==> config.mk <==
export PLATFORM = sky130hd
export DESIGN_NAME = serial_add_ctrl_flat
export DESIGN_NICKNAME = d
export VERILOG_FILES = /design/src/rtl/serial_add_ctrl_if.sv /design/src/rtl/serial_add_ctrl.sv /design/src/flat_wrapper.sv
export SDC_FILE = /design/constraint.sdc
export NUM_CORES = 1
export LEC_CHECK = 0
export BUFFER_PORTS_ARGS = -buffer_cell sky130_fd_sc_hd__clkbuf_2
export CORE_UTILIZATION = 35
export DETAILED_ROUTE_END_ITERATION = 12
export SLEW_MARGIN = 20
export SYNTH_ARGS = -nofsm -noshare
export SYNTH_HDL_FRONTEND = slang
export SYNTH_SLANG_ARGS = --single-unit
==> constraint.sdc <==
create_clock -name clk -period 2.1 [get_ports clk]
set_input_delay 0.21 -clock clk [delete_from_list [all_inputs] [get_ports clk]]
set_output_delay 0.21 -clock clk [all_outputs]
set_load 0.005 [all_outputs]
==> src/rtl/serial_add_ctrl_if.sv <==
`default_nettype none
// ============================================================================
//  Module   : serial_add_ctrl_if
//  Brief    : Command/result bundle between a requester and serial_add_ctrl.
//  Revision : 1.0  initial release
// ============================================================================
interface serial_add_ctrl_if #(
    parameter int WIDTH = 16
);
    logic             start;
    logic             abort;
    logic             sub;
    logic [WIDTH-1:0] a;
    logic [WIDTH-1:0] b;
    logic             c_in;
    logic             busy;
    logic             done;
    logic [WIDTH-1:0] sum;
    logic             c_out;
    logic             ovf;

    modport master (
        output start, abort, sub, a, b, c_in,
        input  busy, done, sum, c_out, ovf
    );

    modport slave (
        input  start, abort, sub, a, b, c_in,
        output busy, done, sum, c_out, ovf
    );
endinterface
`default_nettype wire

==> src/rtl/serial_add_ctrl.sv <==
`default_nettype none
// ============================================================================
//  Module   : serial_add_ctrl
//  Brief    : Bit-serial add/subtract, one full-adder cell, LSB first.
//  Revision : 1.0  initial release
// ============================================================================
module serial_add_ctrl #(
    parameter int WIDTH = 16
) (
    input  wire logic        clk,
    input  wire logic        rst_n,
    serial_add_ctrl_if.slave bus
);

    localparam int                CNT_W      = (WIDTH > 2) ? $clog2(WIDTH) : 1;
    localparam logic [CNT_W-1:0]  C_LAST_BIT = CNT_W'(WIDTH - 1);

    localparam logic [1:0] S_IDLE = 2'd0;
    localparam logic [1:0] S_RUN  = 2'd1;
    localparam logic [1:0] S_DONE = 2'd2;

    logic [1:0]       r_state;
    logic [1:0]       w_state_nxt;

    logic [WIDTH-1:0] r_a_sh;
    logic [WIDTH-1:0] r_b_sh;
    logic             r_sub;
    logic             r_carry;
    logic [CNT_W-1:0] r_cnt;
    logic [WIDTH-1:0] r_res;
    logic [WIDTH-1:0] r_sum;
    logic             r_c_out;
    logic             r_ovf;

    logic             w_accept;
    logic             w_abort;
    logic             w_step;
    logic             w_last;
    logic             w_a_bit;
    logic             w_b_bit;
    logic             w_sum_bit;
    logic             w_carry_nxt;
    logic [WIDTH-1:0] w_res_nxt;
    logic             w_busy;
    logic             w_done;

    assign w_accept = ((r_state == S_IDLE) || (r_state == S_DONE)) && bus.start;
    assign w_abort  = (r_state == S_RUN) && bus.abort;
    assign w_step   = (r_state == S_RUN) && !bus.abort;
    assign w_last   = w_step && (r_cnt == C_LAST_BIT);

    // Single full-adder cell; subtraction is a + ~b + 1 with the +1 preloaded as carry.
    assign w_a_bit     = r_a_sh[0];
    assign w_b_bit     = r_b_sh[0] ^ r_sub;
    assign w_sum_bit   = w_a_bit ^ w_b_bit ^ r_carry;
    assign w_carry_nxt = (w_a_bit & w_b_bit) | (r_carry & (w_a_bit ^ w_b_bit));
    assign w_res_nxt   = {w_sum_bit, r_res[WIDTH-1:1]};

    always_ff @(posedge clk or negedge rst_n) begin
        if (!rst_n) begin
            r_state <= S_IDLE;
        end else begin
            r_state <= w_state_nxt;
        end
    end

    always_comb begin
        w_state_nxt = r_state;
        case (r_state)
            S_IDLE: begin
                if (bus.start) begin
                    w_state_nxt = S_RUN;
                end
            end
            S_RUN: begin
                if (w_abort) begin
                    w_state_nxt = S_IDLE;
                end else if (w_last) begin
                    w_state_nxt = S_DONE;
                end
            end
            S_DONE: begin
                w_state_nxt = bus.start ? S_RUN : S_IDLE;
            end
            default: begin
                w_state_nxt = S_IDLE;
            end
        endcase
    end

    always_comb begin
        w_busy = 1'b0;
        w_done = 1'b0;
        case (r_state)
            S_RUN:   w_busy = 1'b1;
            S_DONE:  w_done = 1'b1;
            default: begin
                w_busy = 1'b0;
                w_done = 1'b0;
            end
        endcase
    end

    // Published result only moves on the final bit step, so it holds through RUN and aborts.
    always_ff @(posedge clk or negedge rst_n) begin
        if (!rst_n) begin
            r_a_sh  <= '0;
            r_b_sh  <= '0;
            r_sub   <= 1'b0;
            r_carry <= 1'b0;
            r_cnt   <= '0;
            r_res   <= '0;
            r_sum   <= '0;
            r_c_out <= 1'b0;
            r_ovf   <= 1'b0;
        end else if (w_accept) begin
            r_a_sh  <= bus.a;
            r_b_sh  <= bus.b;
            r_sub   <= bus.sub;
            r_carry <= bus.sub ? 1'b1 : bus.c_in;
            r_cnt   <= '0;
            r_res   <= '0;
        end else if (w_step) begin
            r_a_sh  <= {1'b0, r_a_sh[WIDTH-1:1]};
            r_b_sh  <= {1'b0, r_b_sh[WIDTH-1:1]};
            r_carry <= w_carry_nxt;
            r_cnt   <= r_cnt + 1'b1;
            r_res   <= w_res_nxt;
            if (w_last) begin
                r_sum   <= w_res_nxt;
                r_c_out <= w_carry_nxt;
                r_ovf   <= r_carry ^ w_carry_nxt;
            end
        end
    end

    assign bus.busy  = w_busy;
    assign bus.done  = w_done;
    assign bus.sum   = r_sum;
    assign bus.c_out = r_c_out;
    assign bus.ovf   = r_ovf;

endmodule
`default_nettype wire

==> src/flat_wrapper.sv <==
// flat-port wrapper written by rule: the top's interface ports become plain ports
module serial_add_ctrl_flat 
#(
    parameter int WIDTH = 16
)
  (clk, rst_n, bus_start, bus_abort, bus_sub, bus_a, bus_b, bus_c_in, bus_busy, bus_done, bus_sum, bus_c_out, bus_ovf);
  serial_add_ctrl_if #(.WIDTH(WIDTH)) bus_i ();
  input  wire logic clk;
  input  wire logic rst_n;
  input wire logic [$bits(bus_i.start)-1:0] bus_start;
  input wire logic [$bits(bus_i.abort)-1:0] bus_abort;
  input wire logic [$bits(bus_i.sub)-1:0] bus_sub;
  input wire logic [$bits(bus_i.a)-1:0] bus_a;
  input wire logic [$bits(bus_i.b)-1:0] bus_b;
  input wire logic [$bits(bus_i.c_in)-1:0] bus_c_in;
  output wire logic [$bits(bus_i.busy)-1:0] bus_busy;
  output wire logic [$bits(bus_i.done)-1:0] bus_done;
  output wire logic [$bits(bus_i.sum)-1:0] bus_sum;
  output wire logic [$bits(bus_i.c_out)-1:0] bus_c_out;
  output wire logic [$bits(bus_i.ovf)-1:0] bus_ovf;
  assign bus_i.start = bus_start;
  assign bus_i.abort = bus_abort;
  assign bus_i.sub = bus_sub;
  assign bus_i.a = bus_a;
  assign bus_i.b = bus_b;
  assign bus_i.c_in = bus_c_in;
  assign bus_busy = bus_i.busy;
  assign bus_done = bus_i.done;
  assign bus_sum = bus_i.sum;
  assign bus_c_out = bus_i.c_out;
  assign bus_ovf = bus_i.ovf;
  serial_add_ctrl #(.WIDTH(WIDTH)) u_core (.clk(clk), .rst_n(rst_n), .bus(bus_i));
endmodule
Word level (Yosys, flattened, before mapping) --
Index checks and enable logic that the tools add are counted.
Word-level totals: bits in registers 74
Cells by class: eq/ne operators 5, reduce and logical (&&, ||, !) cells 10, add/sub/neg operators 1, multiplexer cells 18, bitwise operators 8
Operators with widths (count):
- $mux W16 | 6
- $mux W4 | 2
- $mux W1 | 6
- $mux W2 | 3
- $pmux W2 S3 | 1
- $add A4 B1 Y4 const B | 1
- $eq A4 B4 Y1 const B | 1
- $logic_and A1 B1 Y1 | 4
- $xor A1 B1 Y1 | 4
- $ne A3 B1 Y1 const B | 1
- $reduce_and A3 Y1 | 1
- $and A1 B1 Y1 | 2
- $eq A2 B1 Y1 const B | 1
- $eq A2 B2 Y1 const B | 1
- $logic_not A2 Y1 | 1
- $ne A2 B2 Y1 const B | 1
- $reduce_and A2 Y1 | 1
- $reduce_bool A2 Y1 | 1
- $logic_not A1 Y1 | 1
- $logic_or A1 B1 Y1 | 1
- $not A1 Y1 | 1
- $or A1 B1 Y1 | 1

Depth between registers and ports, before layout --
Gate-level depths: netlist of the first run.
word-level depth 6, gate-level depth with buffers 6, gate-level depth less buffers 4

Worst setup path before layout of the first run --
Ideal clock, no wire load.
path type register to register, start register u_core.r_state[1], end register u_core.r_sum[10] (netlist: u_core.bus.sum[10]), required time 1975 ps, cell stages (with the launch flop) 6, clock period less this slack 1624 ps, slack 476 ps, arrival time 1499 ps, library setup time 125 ps, cell sequence dfrtp_1 or3b_1 buf_6 nor2_8 buf_12 mux2_4
On the way: longest elaborated chain between the ends 5
RTL lines:
- from (decl) | RTL line serial_add_ctrl.sv:22 | logic [1:0] r_state;
- from (signal assigned) | RTL line serial_add_ctrl.sv:63 | r_state <= w_state_nxt;
- $eq A2 B2 Y1 / $logic_not A2 Y1 (equally long branches) | RTL line serial_add_ctrl.sv:47 | assign w_accept = ((r_state == S_IDLE) || (r_state == S_DONE)) && bus.start;
- $logic_or A1 B1 Y1 | RTL line serial_add_ctrl.sv:47
- $logic_and A1 B1 Y1 | RTL line serial_add_ctrl.sv:47
- $not A1 Y1 (no line)
- $reduce_and A3 Y1 (no line) *
- to (signal assigned) | RTL line serial_add_ctrl.sv:130 | r_sum <= w_res_nxt;
- to (decl) | RTL line serial_add_ctrl.sv:31 | logic [WIDTH-1:0] r_sum;
Mark *: on every way between the ends. The rest lies on a longest branch, timed or not. A chain may end at the register's enable or synchronous reset.

Final worst setup path of the first run --
start register u_core.r_state[1], end register u_core.r_sum[4] (netlist: u_core.bus.sum[4])
Same word-level chain as after synthesis.

==> results of run 1 <==
## synthesized netlist by cell type, drive strengths merged
cell type	n	area share, %
a21oi	6	0.96
a22oi	4	0.96
and2b	2	0.48
buf	11	2.4
clkbuf	12	1.4
dfrtp	73	58
fa	1	0.64
ha	1	0.40
inv	2	0.24
mux2	16	6.8
mux2i	2	0.64
nand2	95	11
nand2b	1	0.20
nand3	71	11
nand4	1	0.20
nor2	4	1.0
nor2b	1	0.20
nor3b	1	0.24
o211ai	1	0.24
o21ai	5	0.80
o31ai	2	0.48
or3b	1	0.28
xnor2	2	0.56
## layer usage
metal / global-route usage [%] / share of wire, %
met2: 21.7 / 45
met1: 19.7 / 49
met4: 3.44 / 0.74
met3: 5.20 / 5.3
met5: 0 / 0
## repair_timing
| action | 4_1_cts | 5_1_grt |
|---|---|---|
| endpoints found under the hold margin | 40 | 0 |
| buffers inserted | 0 | 0 |
| resized for setup | 0 | 0 |
| hold buffers | 1 | 0 |
## worst max path at each step
stage | start | to | slack, ns
2_1_floorplan | u_core.r_state[1] | u_core.bus.sum[10] | 0.48
3_3_place_gp | u_core.r_state[1] | u_core.bus.sum[2] | 0.31
3_5_place_dp | u_core.r_state[1] | u_core.bus.sum[0] | 0.27
4_1_cts | u_core.r_state[1] | u_core.bus.sum[0] | 0.26
5_1_grt | u_core.r_state[1] | u_core.bus.c_out | 0.19
6_report | u_core.r_state[1] | u_core.bus.sum[4] | 0.27
## flip-flops by register name (all words and copies together), names as in the netlist
name	flops
u_core.bus.sum	16
u_core.r_a_sh	16
u_core.r_b_sh	16
u_core.r_res	15
u_core.r_cnt	4
u_core.r_state	2
u_core.bus.c_out	1
u_core.bus.ovf	1
u_core.r_carry	1
u_core.r_sub	1
## power groups by stage
| stage | logic, mW | clock network, mW | registers [mW] |
|---|---|---|---|
| after floorplan | 0.388 | 0 | 1.74 |
| after global placement | 0.524 | 0 | 1.76 |
| after detailed placement | 0.535 | 0 | 1.77 |
| after CTS | 0.539 | 0.966 | 1.75 |
| after global routing | 0.613 | 1.02 | 1.77 |
| final | 0.524 | 0.922 | 1.75 |
## tightest hold or removal path, cell delays in order
cell and delay (ns):
clkbuf_2 0.07, nand2_1 0.04, nand2_1 0.05
## stage by stage
step	setup slack [ns]	total power [mW]	hold slack [ns]	utilization, %
2_1_floorplan	0.476	2.13	-0.0856	-
3_3_place_gp	0.313	2.29	0.224	40.3
3_5_place_dp	0.267	2.31	0.231	40.3
4_1_cts	0.258	3.25	0.0453	42.3
5_1_grt	0.194	3.41	0.0641	42.3
6_report	0.270	3.19	0.0697	42.3
## final cells by class
| cell class | instances | share of cell area (%) |
|---|---|---|
| Timing Repair Buffer | 65 | 9.84 |
| Tap cell | 108 | 3.67 |
| Clock inverter | 4 | 0.543 |
| Sequential cell | 73 | 49.6 |
| Multi-Input combinational cell | 217 | 32.3 |
| Inverter | 2 | 0.204 |
| Clock buffer | 11 | 3.84 |
## layout by cell type (no fill, tap or decap), types with 4 or more instances in the layout
cell type / Yosys / layout
clkbuf_8: 0 / 10
dfrtp_1: 73 / 73
o21ai_0: 5 / 5
a22oi_1: 4 / 4
nand3_1: 71 / 71
clkbuf_2: 0 / 56
clkinv_2: 0 / 4
mux2_2: 7 / 7
a21oi_1: 6 / 6
buf_4: 0 / 7
mux2_4: 9 / 9
nand2_1: 95 / 95
## cell families after synthesis
group | after synthesis | synth area share, %
buf+inv | 25 | 4.03
flops | 73 | 58.2
fa+ha+maj | 2 | 1.04
mux | 18 | 7.46
xor+xnor | 2 | 0.558
simple gates | 177 | 25.3
compound gates | 18 | 3.43
==> results.toml, run 1 <==
[worst_hold_path]
min_to = "u_core.r_a_sh[15]"
whs_path_depth = 3
hold_class = "in2reg"
min-delay-start = "bus_a[15]"

[timing]
hold_viol_final = 0
finClkSkew_ns = 0.00374
rsz0062_at_grt = "no"
totalNegativeSetupSlack_ns = 0
clock.fmax_ghz = 0.546
setup_viol = 0
drv_slew = 0
post-route-min-period_ns = 1.83
maxSlewHeadroom_pct = 61.5
max_slew.worst_pin.slew_ns = 0.577
fin_crit_sh_pct = 87.1

[finish]
fin_nets = 408
areaGrowthSynthToFinish_pct = 17.5
design_area_sq_um = 3690
fill_cells = 850
layout-drive-gt1-share_pct = 26.3
multi_input_area_sq_um = 1190
register_area_sq_um = 1830
stdcell_count = 480
diodes = 0

[floorplanning]
core_sq_um = 8720
dieArea_sq_um = 9350
die_h_um = 96.7
core.rowCount = 34
io_pins = 58
initial_utilization_pct = 36.0
die_w_um = 96.7

[job]
maxCapViolations = 0

[routing]
vias = 2336
wire_per_inst_um = 12.9
drc = 0
drt_wl_total_mm = 6.18
ant_nets = 0
drt_iter0_markers = 122
vias_per_cell = 4.87
first_pass_iters = 4

[critical_path]
r2r_cells = 3
end_kind = "flop"
worstPathRequired_ns = 2.32
start_kind = "flop"
path_depth = 3
crit_buf_inv = 0
crit_arrival_ns = 2.05
criticalPathCategory = "reg2reg"
cpPeakStageDelay_ns = 0.55
path_cells = "or3b_2 > nor2_8 > mux2_2"
r2r-start = "u_core.r_state[1]"
cp_top_family = "simple AND/OR/NAND/NOR gates"
slowest_stage = "or3b_2"
r2r_setup_slack_ns = 0.27
timing.rr.end = "u_core.bus.sum[4]"
crit_fanout = 17

[grt]
grt_pass1_wl_mm = 10.8
grt_max_degree = 58
antenna_found_initial = 0
grt_use_total_pct = 14.4
grt_remaining_overflow = 0
grt_pass1_vias = 2271

[power]
combPwrFrac_pct = 16.4
power_density_nw_per_um2 = 866
leakage_nw = 1.95
power_switching_share_pct = 28.5
p_seq_share_pct = 54.7
p_int_mw = 2.28
clock_power_share_pct = 28.9
ir_worst_vdd_v = 0.000539
p_switching_uw = 909

[cts]
clk_latency_ns = 0.33
numCtsBuffers = 9
clock_sinks = 73
clk_pin_slew_worst_paths_ns = 0.07
cts_buffer_depth = 2
cts_root_buf = "clkbuf_8"
ctsHtreeMaxLevel = 3
cts_tree = "yes"

[yosys]
mappedNetlistNets = 355
ys_seq_area_share_pct = 58.2
synth_area_sq_um = 3140
synth_seq_cells = 73
synthDistinctLibCells = 28
avgSynthCellArea_sq_um = 9.96
synthCells = 315
synth_warnings = 0

[place]
placed_cells = 464
io_buffers = 57
dpl_cell_area_sq_um = 3510
gp_congestion = 0.761
hpwl_mm = 3.93

[outcome]
status = "complete, no violations"
(Power assumes the default switching activity.)
==> run 2: changes to the inputs <==
--- a/config.mk
+++ b/config.mk
@@ -8,6 +8,7 @@
 export BUFFER_PORTS_ARGS = -buffer_cell sky130_fd_sc_hd__clkbuf_2
 export CORE_UTILIZATION = 35
 export DETAILED_ROUTE_END_ITERATION = 12
+export PLACE_DENSITY = 0.5
 export SLEW_MARGIN = 20
 export SYNTH_ARGS = -nofsm -noshare
 export SYNTH_HDL_FRONTEND = slang
==> results.toml, run 2 (synthesis results as in run 1) <==
[power]
ir_worst_vdd_v = 0.000495
clock_power_share_pct = 38.2
p_switching_uw = 952
power_mw = 3.71
power_switching_share_pct = 25.7
leakage_nw = 1.99
p_int_mw = 2.75
combPwrFrac_pct = 14.6
power_density_nw_per_um2 = 975
p_seq_share_pct = 47.2

[outcome]
status = "complete, no violations"

[finish]
diodes = 0
design_area_sq_um = 3800
stdcell_count = 483
layout-drive-gt1-share_pct = 26.7
post-route-util_pct = 43.6
final_common_cell = "nand2_1"
mostFrequentLayoutCells = "nand2_1, dfrtp_1, nand3_1"
areaGrowthSynthToFinish_pct = 21.1
fin_nets = 410

[timing]
final.setup.worst_slack_ns = 0.292
fin_crit_sh_pct = 86.1
hold_viol_final = 0
rsz0062_at_grt = "no"
maxSlewHeadroom_pct = 56.8
clock.fmax_ghz = 0.553
totalNegativeSetupSlack_ns = 0
post-route-min-period_ns = 1.81
max_slew.worst_pin.slew_ns = 0.648
setup_viol = 0
hold_ws_ns = 0.0545
drv_slew = 0
finClkSkew_ns = 0.00582

[routing]
drc = 0
first_pass_iters = 4
wire_per_inst_um = 13.5
vias_per_cell = 4.88
ant_nets = 0
drt_wl_total_mm = 6.52
vias = 2358
drt_iter0_markers = 148

[worst_hold_path]
hold_class = "in2reg"
min-delay-start = "bus_a[15]"

[floorplanning]
die_w_um = 96.7
io_pins = 58
die_h_um = 96.7
dieArea_sq_um = 9350
initial_utilization_pct = 36.0
core_sq_um = 8720
core.rowCount = 34

[cts]
numCtsBuffers = 9
cts_buffer_depth = 2
cts_resized = 0
clock_sinks = 73
ctsHtreeMaxLevel = 3
clk_pin_slew_worst_paths_ns = 0.08
cts_tree = "yes"
cts_root_buf = "clkbuf_8"
clk_latency_ns = 0.34

[grt]
grt_max_degree = 58
antenna_found_initial = 0
grt_remaining_overflow = 0
grt_use_total_pct = 15.2
grt_pass1_wl_mm = 11.4
grt_pass1_vias = 2287

[critical_path]
cp-startpoint = "u_core.r_state[1]"
worstPathRequired_ns = 2.33
start_kind = "flop"
crit_arrival_ns = 2.04
crit_fanout = 17
end_kind = "flop"
criticalPathCategory = "reg2reg"
r2r-start = "u_core.r_state[1]"

[job]
maxCapViolations = 0

[place]
placed_cells = 466
dpl_cell_area_sq_um = 3530
io_buffers = 57
hpwl_mm = 4.32
gp_congestion = 0.719
dp_slack_ns = 0.274
run 2: power by group through the flow:
stage                     Combinational (mW)  Sequential (mW)  Clock [mW]
after detailed placement               0.554             1.78           0
after floorplan                        0.388             1.74           0
after global placement                 0.545             1.77           0
after global routing                   0.621             1.78        1.52
after CTS                              0.556             1.75        1.46
final                                  0.540             1.75        1.42
run 2: path summary, 6_finish.rpt:
path | slack, ns | endpoint | cells past startpoint
max in group asynchronous | 1.15 | u_core.r_b_sh[13] | 3
min | 0.05 | u_core.r_a_sh[15] | 3
min reg2reg | 0.48 | u_core.r_b_sh[12] | 2
min in group asynchronous | 0.38 | u_core.r_res[3] | 2
max reg2reg | 0.29 | u_core.bus.sum[4] | 3
max | 0.29 | u_core.bus.sum[4] | 3
run 2: what timing repair did:
| item | in CTS | in global routing |
|---|---|---|
| setup endpoints to repair | 0 | 0 |
| setup buffers | 0 | 0 |
| hold buffers | 1 | 0 |
| hold endpoints to repair | 37 | 0 |
run 2: layout make-up:
cell class                 count  area (sq um)
inverter                       2          7.51
clock inverter                 5           128
sequential                    73          1830
tap                          108           135
fill                         877          4920
timing repair buffer          67           378
clock buffer                  11           131
multi-input combinational    217          1190
run 2: critical path, stage by stage, from the launching register on:
cell     delay, ns
dfrtp_1       0.41
or3b_2        0.55
nor2_8        0.36
mux2_2        0.38
run 2: metal layers:
metal	part of all wire, %	vias up	GRT usage, %
li1	-	1162	-
met1	48	1126	20.9
met2	47	62	23.6
met3	4.0	8	3.97
met4	1.0	0	4.82
met5	0	-	0
